$ cat src/rtl/mul_div_unit_pkg.sv
// Shared definitions for the iterative multiply/divide unit: operation codes,
// FSM state encoding, default width and latency, and small op-decode helpers.
package md_pkg;

  localparam int MD_WIDTH   = 32;
  localparam int MD_LATENCY = MD_WIDTH + 1;

  typedef enum logic [1:0] {
    MD_MULT  = 2'd0,
    MD_MULTU = 2'd1,
    MD_DIV   = 2'd2,
    MD_DIVU  = 2'd3
  } md_op_e;

  typedef enum logic [1:0] {
    IDLE = 2'd0,
    CALC = 2'd1,
    FIX  = 2'd2
  } md_state_e;

  // Bit 1 of the op code selects divide, bit 0 selects the unsigned variant
  function automatic logic md_is_div(input md_op_e op);
    return op[1];
  endfunction

  function automatic logic md_is_signed(input md_op_e op);
    return ~op[0];
  endfunction

endpackage

$ cat src/rtl/mul_div_unit_if.sv
// Pipeline-facing bundle of the multiply/divide unit: request, MTHI/MTLO
// writes, flush, and the busy/done/HI/LO results.
interface mul_div_unit_if #(parameter int WIDTH = 32);

  logic             start;
  logic [1:0]       md_op;
  logic [WIDTH-1:0] a;
  logic [WIDTH-1:0] b;
  logic             hi_we;
  logic             lo_we;
  logic [WIDTH-1:0] wdata;
  logic             flush;
  logic             busy;
  logic             done;
  logic [WIDTH-1:0] hi;
  logic [WIDTH-1:0] lo;

  modport master (
    output start, md_op, a, b, hi_we, lo_we, wdata, flush,
    input  busy, done, hi, lo
  );

  modport slave (
    input  start, md_op, a, b, hi_we, lo_we, wdata, flush,
    output busy, done, hi, lo
  );

endinterface

$ cat src/rtl/mul_div_unit_iter_step.sv
// One iteration of the shared multiply/divide datapath. The accumulator holds
// {partial, operand-bits}: shift-add for multiply, restoring subtract for divide.
module md_iter_step #(
  parameter int WIDTH = 32
) (
  input  logic               is_div,
  input  logic [2*WIDTH-1:0] acc,
  input  logic [WIDTH-1:0]   opnd,
  output logic [2*WIDTH-1:0] acc_next
);

  logic [WIDTH:0] sum;
  logic [WIDTH:0] shifted;
  logic [WIDTH:0] trial;

  // Multiply consumes the multiplier LSB-first; divide brings the dividend in MSB-first
  always_comb begin
    sum      = {1'b0, acc[2*WIDTH-1:WIDTH]} + {1'b0, opnd};
    shifted  = {acc[2*WIDTH-1:WIDTH], acc[WIDTH-1]};
    trial    = shifted - {1'b0, opnd};
    acc_next = acc;
    if (is_div) begin
      if (!trial[WIDTH]) begin
        acc_next = {trial[WIDTH-1:0], acc[WIDTH-2:0], 1'b1};
      end else begin
        acc_next = {shifted[WIDTH-1:0], acc[WIDTH-2:0], 1'b0};
      end
    end else if (acc[0]) begin
      acc_next = {sum, acc[WIDTH-1:1]};
    end else begin
      acc_next = {1'b0, acc[2*WIDTH-1:1]};
    end
  end

endmodule

$ cat src/rtl/mul_div_unit.sv
// Iterative MULT/MULTU/DIV/DIVU unit owning the HI/LO registers. Works on
// magnitudes for WIDTH cycles, then applies sign correction in a single FIX cycle.
module mul_div_unit
  import md_pkg::*;
#(
  parameter int WIDTH = MD_WIDTH
) (
  input  logic           clk,
  input  logic           rst,
  mul_div_unit_if.slave  bus
);

  localparam int CW = $clog2(WIDTH);

  md_state_e          state;
  md_state_e          state_next;
  logic [CW-1:0]      cnt;
  logic [2*WIDTH-1:0] acc;
  logic [2*WIDTH-1:0] acc_next;
  logic [WIDTH-1:0]   opnd;
  logic [WIDTH-1:0]   a_raw;
  logic [WIDTH-1:0]   hi_q;
  logic [WIDTH-1:0]   lo_q;
  md_op_e             op_q;
  logic               neg_q;
  logic               neg_rem_q;
  logic               div_zero_q;
  logic               done_q;

  logic               busy;
  logic               accept;
  logic               fix_write;
  logic               last_iter;

  md_op_e             op_in;
  logic               in_signed;
  logic [WIDTH-1:0]   a_mag;
  logic [WIDTH-1:0]   b_mag;

  logic [2*WIDTH-1:0] prod_fixed;
  logic [WIDTH-1:0]   quot_fixed;
  logic [WIDTH-1:0]   rem_fixed;
  logic [WIDTH-1:0]   hi_res;
  logic [WIDTH-1:0]   lo_res;

  assign op_in     = md_op_e'(bus.md_op);
  assign in_signed = md_is_signed(op_in);
  assign a_mag     = (in_signed && bus.a[WIDTH-1]) ? -bus.a : bus.a;
  assign b_mag     = (in_signed && bus.b[WIDTH-1]) ? -bus.b : bus.b;
  assign last_iter = (state == CALC) && (cnt == CW'(WIDTH - 1));

  md_iter_step #(.WIDTH(WIDTH)) u_step (
    .is_div   (md_is_div(op_q)),
    .acc      (acc),
    .opnd     (opnd),
    .acc_next (acc_next)
  );

  always_ff @(posedge clk or posedge rst) begin
    if (rst) begin
      state <= IDLE;
    end else begin
      state <= state_next;
    end
  end

  always_comb begin
    state_next = state;
    case (state)
      IDLE: if (bus.start && !bus.flush) state_next = CALC;
      CALC: begin
        if (bus.flush) begin
          state_next = IDLE;
        end else if (last_iter) begin
          state_next = FIX;
        end
      end
      FIX:     state_next = IDLE;
      default: state_next = IDLE;
    endcase
  end

  always_comb begin
    busy      = (state != IDLE);
    accept    = (state == IDLE) && bus.start && !bus.flush;
    fix_write = (state == FIX) && !bus.flush;
  end

  // Divide-by-zero bypasses sign correction: HI is the raw dividend, LO all ones
  always_comb begin
    prod_fixed = neg_q ? -acc : acc;
    quot_fixed = neg_q ? -acc[WIDTH-1:0] : acc[WIDTH-1:0];
    rem_fixed  = neg_rem_q ? -acc[2*WIDTH-1:WIDTH] : acc[2*WIDTH-1:WIDTH];
    hi_res     = prod_fixed[2*WIDTH-1:WIDTH];
    lo_res     = prod_fixed[WIDTH-1:0];
    if (md_is_div(op_q)) begin
      if (div_zero_q) begin
        hi_res = a_raw;
        lo_res = '1;
      end else begin
        hi_res = rem_fixed;
        lo_res = quot_fixed;
      end
    end
  end

  always_ff @(posedge clk or posedge rst) begin
    if (rst) begin
      cnt        <= '0;
      acc        <= '0;
      opnd       <= '0;
      a_raw      <= '0;
      op_q       <= MD_MULT;
      neg_q      <= 1'b0;
      neg_rem_q  <= 1'b0;
      div_zero_q <= 1'b0;
    end else if (accept) begin
      cnt        <= '0;
      op_q       <= op_in;
      acc        <= md_is_div(op_in) ? {{WIDTH{1'b0}}, a_mag} : {{WIDTH{1'b0}}, b_mag};
      opnd       <= md_is_div(op_in) ? b_mag : a_mag;
      a_raw      <= bus.a;
      neg_q      <= in_signed && (bus.a[WIDTH-1] ^ bus.b[WIDTH-1]);
      neg_rem_q  <= in_signed && bus.a[WIDTH-1];
      div_zero_q <= (bus.b == '0);
    end else if (state == CALC) begin
      acc <= acc_next;
      cnt <= cnt + CW'(1);
    end else begin
      cnt <= '0;
    end
  end

  // MTHI/MTLO only land in IDLE and lose to an accepted start
  always_ff @(posedge clk or posedge rst) begin
    if (rst) begin
      hi_q   <= '0;
      lo_q   <= '0;
      done_q <= 1'b0;
    end else begin
      done_q <= fix_write;
      if (fix_write) begin
        hi_q <= hi_res;
        lo_q <= lo_res;
      end else if ((state == IDLE) && !accept) begin
        if (bus.hi_we) hi_q <= bus.wdata;
        if (bus.lo_we) lo_q <= bus.wdata;
      end
    end
  end

  assign bus.busy = busy;
  assign bus.done = done_q;
  assign bus.hi   = hi_q;
  assign bus.lo   = lo_q;

endmodule

$ cat src/flat_wrapper.sv
// flat-port wrapper written by rule: the top's interface ports become plain ports
module mul_div_unit_flat import md_pkg::*;
#(
  parameter int WIDTH = MD_WIDTH
)
  (clk, rst, bus_start, bus_md_op, bus_a, bus_b, bus_hi_we, bus_lo_we, bus_wdata, bus_flush, bus_busy, bus_done, bus_hi, bus_lo);
  mul_div_unit_if #(.WIDTH(WIDTH)) bus_i ();
  input  logic clk;
  input  logic rst;
  input wire logic [$bits(bus_i.start)-1:0] bus_start;
  input wire logic [$bits(bus_i.md_op)-1:0] bus_md_op;
  input wire logic [$bits(bus_i.a)-1:0] bus_a;
  input wire logic [$bits(bus_i.b)-1:0] bus_b;
  input wire logic [$bits(bus_i.hi_we)-1:0] bus_hi_we;
  input wire logic [$bits(bus_i.lo_we)-1:0] bus_lo_we;
  input wire logic [$bits(bus_i.wdata)-1:0] bus_wdata;
  input wire logic [$bits(bus_i.flush)-1:0] bus_flush;
  output wire logic [$bits(bus_i.busy)-1:0] bus_busy;
  output wire logic [$bits(bus_i.done)-1:0] bus_done;
  output wire logic [$bits(bus_i.hi)-1:0] bus_hi;
  output wire logic [$bits(bus_i.lo)-1:0] bus_lo;
  assign bus_i.start = bus_start;
  assign bus_i.md_op = bus_md_op;
  assign bus_i.a = bus_a;
  assign bus_i.b = bus_b;
  assign bus_i.hi_we = bus_hi_we;
  assign bus_i.lo_we = bus_lo_we;
  assign bus_i.wdata = bus_wdata;
  assign bus_i.flush = bus_flush;
  assign bus_busy = bus_i.busy;
  assign bus_done = bus_i.done;
  assign bus_hi = bus_i.hi;
  assign bus_lo = bus_i.lo;
  mul_div_unit #(.WIDTH(WIDTH)) u_core (.clk(clk), .rst(rst), .bus(bus_i));
endmodule
$ cat config.mk
export PLATFORM = sky130hd
export DESIGN_NAME = mul_div_unit_flat
export DESIGN_NICKNAME = d
export VERILOG_FILES = /design/src/rtl/mul_div_unit_pkg.sv /design/src/rtl/mul_div_unit_if.sv /design/src/rtl/mul_div_unit_iter_step.sv /design/src/rtl/mul_div_unit.sv /design/src/flat_wrapper.sv
export SDC_FILE = /design/constraint.sdc
export NUM_CORES = 1
export LEC_CHECK = 0
export ABC_AREA = 1
export BUFFER_PORTS_ARGS = -buffer_cell sky130_fd_sc_hd__buf_2
export CAP_MARGIN = 15
export CORE_UTILIZATION = 50
export CTS_CLUSTER_DIAMETER = 30
export DETAILED_ROUTE_END_ITERATION = 6
export HOLD_SLACK_MARGIN = 0.08
export PLACE_DENSITY_LB_ADDON = 0.05
export SYNTH_ARGS = -nofsm -noshare
export SYNTH_HDL_FRONTEND = slang
export SYNTH_SLANG_ARGS = --single-unit
export TNS_END_PERCENT = 10
$ cat constraint.sdc
create_clock -name clk -period 6.5 [get_ports clk]
set_input_delay 1.3 -clock clk [delete_from_list [all_inputs] [get_ports clk]]
set_output_delay 1.3 -clock clk [all_outputs]
set_load 0.01 [all_outputs]
# [After elaboration in Yosys (flattened, before gate mapping)]
# Index checks and enable logic that the tools add are counted.
[word_totals] elab_cells=76 register_bits=205
[classes] mux=28 reduce_logical=21 n_eq_ne=5 bitwise_logic=2 addsub=8
[op_table] cell="$mux W32" count=16
[op_table] cell="$mux W64" count=6
[op_table] cell="$neg A32 Y32" count=4
[op_table] cell="$neg A64 Y64" count=1
[op_table] cell="$add A32 B32 Y33" count=1
[op_table] cell="$sub A33 B32 Y33" count=1
[op_table] cell="$logic_not A32 Y1" count=1
[op_table] cell="$mux W5" count=2
[op_table] cell="$reduce_bool A2 Y1" count=5
[op_table] cell="$logic_and A1 B1 Y1" count=9
[op_table] cell="$mux W2" count=3
[op_table] cell="$reduce_and A2 Y1" count=3
[op_table] cell="$add A5 B1 Y5 const B" count=1
[op_table] cell="$eq A5 B5 Y1 const B" count=1
[op_table] cell="$pmux W2 S2" count=1
[op_table] cell="$ne A3 B2 Y1 const B" count=1
[op_table] cell="$eq A2 B1 Y1 const B" count=1
[op_table] cell="$eq A2 B2 Y1 const B" count=1
[op_table] cell="$logic_not A1 Y1" count=2
[op_table] cell="$logic_not A2 Y1" count=1
[op_table] cell="$ne A2 B1 Y1 const B" count=1
[op_table] cell="$not A1 Y1" count=1
[op_table] cell="$xor A1 B1 Y1" count=1

# [Longest topological paths before layout]
[logic_depth] ltp_word=7 depth_mapped=20 depth_no_buf=19

# [Hierarchy]
# Synthesis repeated with hierarchy kept, for this count alone.
[hier_totals] cells_unflattened=3525 area_unflattened_um2=20332.0
[by_module_without_submodules] mod="mul_div_unit" n_inst=1 cells_each=2228 area_each_um2=14174.8
[by_module_without_submodules] mod="md_iter_step" n_inst=1 cells_each=1297 area_each_um2=6157.2

# [Worst setup path before layout]
# OpenSTA, ideal clock, no wires.
[synth_timing] path_kind="input port to flip-flop" startpoint="in bus_a[0]" endpoint="reg u_core.acc[16]" path_stages=11 slack_ns=3.789 setup_time_ns=0.063 arrival_ns=2.648 path_cell_list="inv_1 ha_1 nand4_1 nor2_1 nand3_1 o21ai_0 xor2_1 nand2_1 o211ai_1 nand2_1 inv_1"
[synth_via] elab_chain_cells=4
[synth_rtl] item="start: declaration" line="flat_wrapper.sv:12" source="input wire logic [$bits(bus_i.a)-1:0] bus_a;"
[synth_rtl] item="$neg A32 Y32" line="mul_div_unit.sv:48" source="assign a_mag = (in_signed && bus.a[WIDTH-1]) ? -bus.a : bus.a;"
[synth_rtl] item="$mux W32" line="mul_div_unit.sv:48"
[synth_rtl] item="$mux W32" line="mul_div_unit.sv:120" source="acc <= md_is_div(op_in) ? {{WIDTH{1'b0}}, a_mag} : {{WIDTH{1'b0}}, b_mag};"
[synth_rtl] item="$mux W64" line="mul_div_unit.sv:117" source="end else if (accept) begin"
[synth_rtl] item="end signal: assignment" line="mul_div_unit.sv:120"
[synth_rtl] item="end signal: assignment" line="mul_div_unit.sv:127" source="acc <= acc_next;"
[synth_rtl] item="end: declaration" line="mul_div_unit.sv:18" source="logic [2*WIDTH-1:0] acc;"
# Every way passes these cells.
# A chain may end at the register's enable or synchronous reset.

# [Worst setup path after layout]
[layout_timing] startpoint="in bus_flush" endpoint="reg u_core.acc[21]"
[layout_via] elab_chain_cells=3 word_cells_on_any_way=4
[layout_rtl] item="start: declaration" line="flat_wrapper.sv:17" source="input wire logic [$bits(bus_i.flush)-1:0] bus_flush;"
[layout_rtl] item="$logic_not A1 Y1 (*)" line="mul_div_unit.sv:85" source="accept = (state == IDLE) && bus.start && !bus.flush;"
[layout_rtl] item="$logic_and A1 B1 Y1 (*)" line="mul_div_unit.sv:85"
[layout_rtl] item="$mux W64 / $reduce_bool A2 Y1 (equally long branches)"
# Every way passes the cells marked *; elsewhere a longest branch is shown, timed or not.

==> metrics.md <==
| Metric | Value |
|---|---|
| Root Buffer Master | clkbuf_16 |
| Synth Area in XOR/XNOR | 3.58% |
| Clock Latency Late Sink | 0.61 ns |
| Post-Syn Instances | 3351 |
| CTS resizes | 0 |
| I/O pin cnt | 170 |
| Die width | 201 microns |
| Crit share post-route | 57.8% |
| Sink Count | 204 |
| I/O Buffers | 169 |
| PwrDens | 474 nW/um^2 |
| Final TNS setup | 0 ns |
| Post-CTS Setup Bufs | 0 |
| Initial DRC count | 3329 |
| Placed Area | 20900 sq um |
| Data required time of the critical path | 7.05 ns |
| Hold Crit Class | reg -> reg |
| Crit-path cells | buf_2 > inv_1 > nand3_4 > nor2_4 > inv_1 > or2_2 > nand3_1 > nand2_1 > inv_1 |
| First-pass GRT wire length | 133000 microns |
| Synth area leader | dfrtp_1 |
| Hold_buf cts | 0 |
| CP endpoint kind | flip-flop |
| Endpoints failing hold | 0 |
| Synth Flop Type | dfrtp_1 |
| CTS tree | yes |
| Worst VDD drop | 0.294 mV |
| Core Footprint | 38800 sq um |
| Post-synth EDFFs | 0 |
| Syn-to-layout area delta | 16.6% |
| Final GP Congestion | 1.09 |
| Max Slew Vio Count | 0 |
| H-tree depth | 2 |
| Synthesized net count | 3527 |
| Largest net degree at the start of global routing | 137 |
| Number of synthesized register bits | 204 |
| Top cell by count, worst path | inv_1 |
| CP max stage delay | 1.09 ns |
| Status | finished, violations left |
| Vias in the first global route | 21800 |
| Multi-input logic area | 12600 sq um |
| Row cnt | 72 |
| Register Area | 5110 sq um |
| Vias/cell | 5.97 |
| Fmax | 266 MHz |
| Synth area leaders | dfrtp_1 (26%), nand2_1 (21%), nand3_1 (8.1%) |
| Minimum clock period | 3.76 ns |
| Core Util, Final | 59.5% |
| Largest family of logic cells by synthesized area | simple AND/OR/NAND/NOR gates |
| Fill cells | 3786 |
| Initial antenna violation count | 3 |
| Cell with the most instances after synthesis | nand2_1 |
| Post-Synth Simple-Gate Area | 39.5% |
| Synth Area in Compound Gates | 15.4% |
| Synth Area per Inst | 5.91 sq um |
| Synth cell count leaders | nand2_1 (1100), inv_1 (411), nor2_1 (347), nand3_1 (322), a21oi_1 (216) |
| Post-route ant nets | 0 |
| Post-Route WL | 89000 microns |
| Clock Path Buffers | 3 |
| Final setup fails | 0 |
| RSZ-0062 raised after global routing | no |
| Synth cell types | 52 |
| Total gr overflow | 0 |
| Share of cells above drive strength 1 | 10.3% |
| Num CTS Buffers | 56 |
| Clock Pin Slew Worst Setup and Hold Paths | 0.04 ns |
| Global Route Usage Sum | 43.1% |
| Fin area | 23100 sq um |
| Vias after detailed routing | 24000 |
| Die area | 40400 sq um |
| Asr flop ratio synth | 100% |
| Worst-margin pin slew | 1.21 ns |
| Arr. time, crit path | 4.31 ns |
| Mux cell area share after synthesis | 0% |
| MaxCap Viol Count | 0 |
| Crit Path Category | in -> reg |
| Post-route DRC violation count | 7 |
| Area share of fa/ha/maj cells after synthesis | 4.62% |
| Routed WL per cell | 22.1 microns |
| Slowest cell on crit path | nor2_4 |
| Initial Utilization | 51.0% |
| Critical Path Source Type | primary input |
| Pre-antenna DRT Iters | 7 |
| Inserted Diodes | 0 |
| Slew HR | 19.1% |
| Post-synthesis sequential area ratio | 25.8% |
| Clk_skew | 0.0378 ns |
| Failing checks | design-rule violations |
| Nets | 3638 |
| Mapped Area | 19800 sq um |
| Total power draw | 11.0 mW |
| Leak | 11.9 nW |
| Yosys top cell area share | 25.8% |
| Number of warning messages in the yosys log | 0 |
| HPWL after detailed placement | 69100 microns |
| Die Height | 201 microns |
| Critical Path Fanout Max | 49 |
-- metal layers --
layer | global-route usage (%) | share of wire [%] | vias to the layer above
met5 | 0 | 0.025 | -
li1 | - | - | 11000
met4 | 19.0 | 5.2 | 4
met2 | 63.5 | 42 | 1618
met1 | 58.5 | 39 | 11100
met3 | 12.3 | 14 | 276
-- cells by family after synthesis --
family | count (synthesis)
and+or+nand+nor | 1890
buffers and inverters | 562
AOI/OAI and AO/OA | 542
DFF | 204
xor gates and xnor gates | 81
adders and majority gates | 72
-- final cells by class --
class	count	area share, %
Clock buffer	67	6.72
Clock inverter	38	2.65
Inverter	421	6.86
Multi-Input combinational cell	2585	54.3
Sequential cell	204	22.1
Tap cell	518	2.80
Timing Repair Buffer	194	4.53
-- power by group --
part	internal, mW	leakage [nW]	switching, mW
combinational	1.71	8.39	3.76
sequential	1.59	2.47	0.723
clock	2.25	1.06	0.909
-- path summary, 6_finish.rpt --
path	from	to	slack (ns)	depth (start not counted)
setup / recovery	bus_flush	u_core.acc[21]$_DFFE_PP0P_	2.74	9
hold / removal	u_core.cnt[0]$_DFF_PP0_	u_core.cnt[0]$_DFF_PP0_	0.46	1
hold reg to reg	u_core.cnt[0]$_DFF_PP0_	u_core.cnt[0]$_DFF_PP0_	0.46	1
max in group asynchronous	rst	u_core.a_raw[14]$_DFFE_PP0P_	4.84	3
setup reg to reg	u_core.state[0]$_DFFE_PP0P_	u_core.acc[21]$_DFFE_PP0P_	2.90	8
min in group asynchronous	rst	u_core.bus.lo[21]$_DFFE_PP0P_	0.86	3
-- registers in the layout, indices dropped and copies added (netlist names) --
register           flops
u_core.op_q            1
u_core.opnd           32
u_core.bus.hi         32
u_core.state           2
u_core.bus.lo         32
u_core.a_raw          32
u_core.acc            64
u_core.bus.done        1
u_core.neg_q           1
u_core.div_zero_q      1
u_core.cnt             5
u_core.neg_rem_q       1
-- placed cells by master (no fill, tap or decap), drive strengths merged, types with 5 or more instances in the layout --
master,netlist,final
a21oi,217,217
a22oi,5,5
a31oi,12,12
buf,53,194
bufinv,0,14
clkbuf,88,67
clkinv,3,20
clkinvlp,0,5
dfrtp,204,204
ha,70,70
inv,418,420
nand2,1112,1112
nand3,324,324
nand3b,22,22
nand4,23,23
nor2,362,362
nor3,26,26
o211ai,51,51
o21ai,207,207
o21bai,14,14
o221ai,15,15
o22ai,7,7
o31ai,6,6
or2,13,13
xnor2,12,12
xor2,69,69
-- critical path, delay by kind of cell --
family / cells / cell delay [ns]
AND/OR/NAND/NOR: 5 / 2.09
buffers and inverters: 4 / 0.85
-- per-stage QoR --
stage / hold slack, ns / setup slack [ns] / std cells
global route: 0.480 / 2.58 / 4027
global placement: 0.448 / 2.28 / 3922
CTS: 0.455 / 2.85 / 4027
detailed placement: 0.453 / 2.22 / 3922
floorplan: 0.433 / 2.56 / 3351
finish: 0.459 / 2.74 / 4027
No activity file was read; power rests on OpenSTA's default activity.
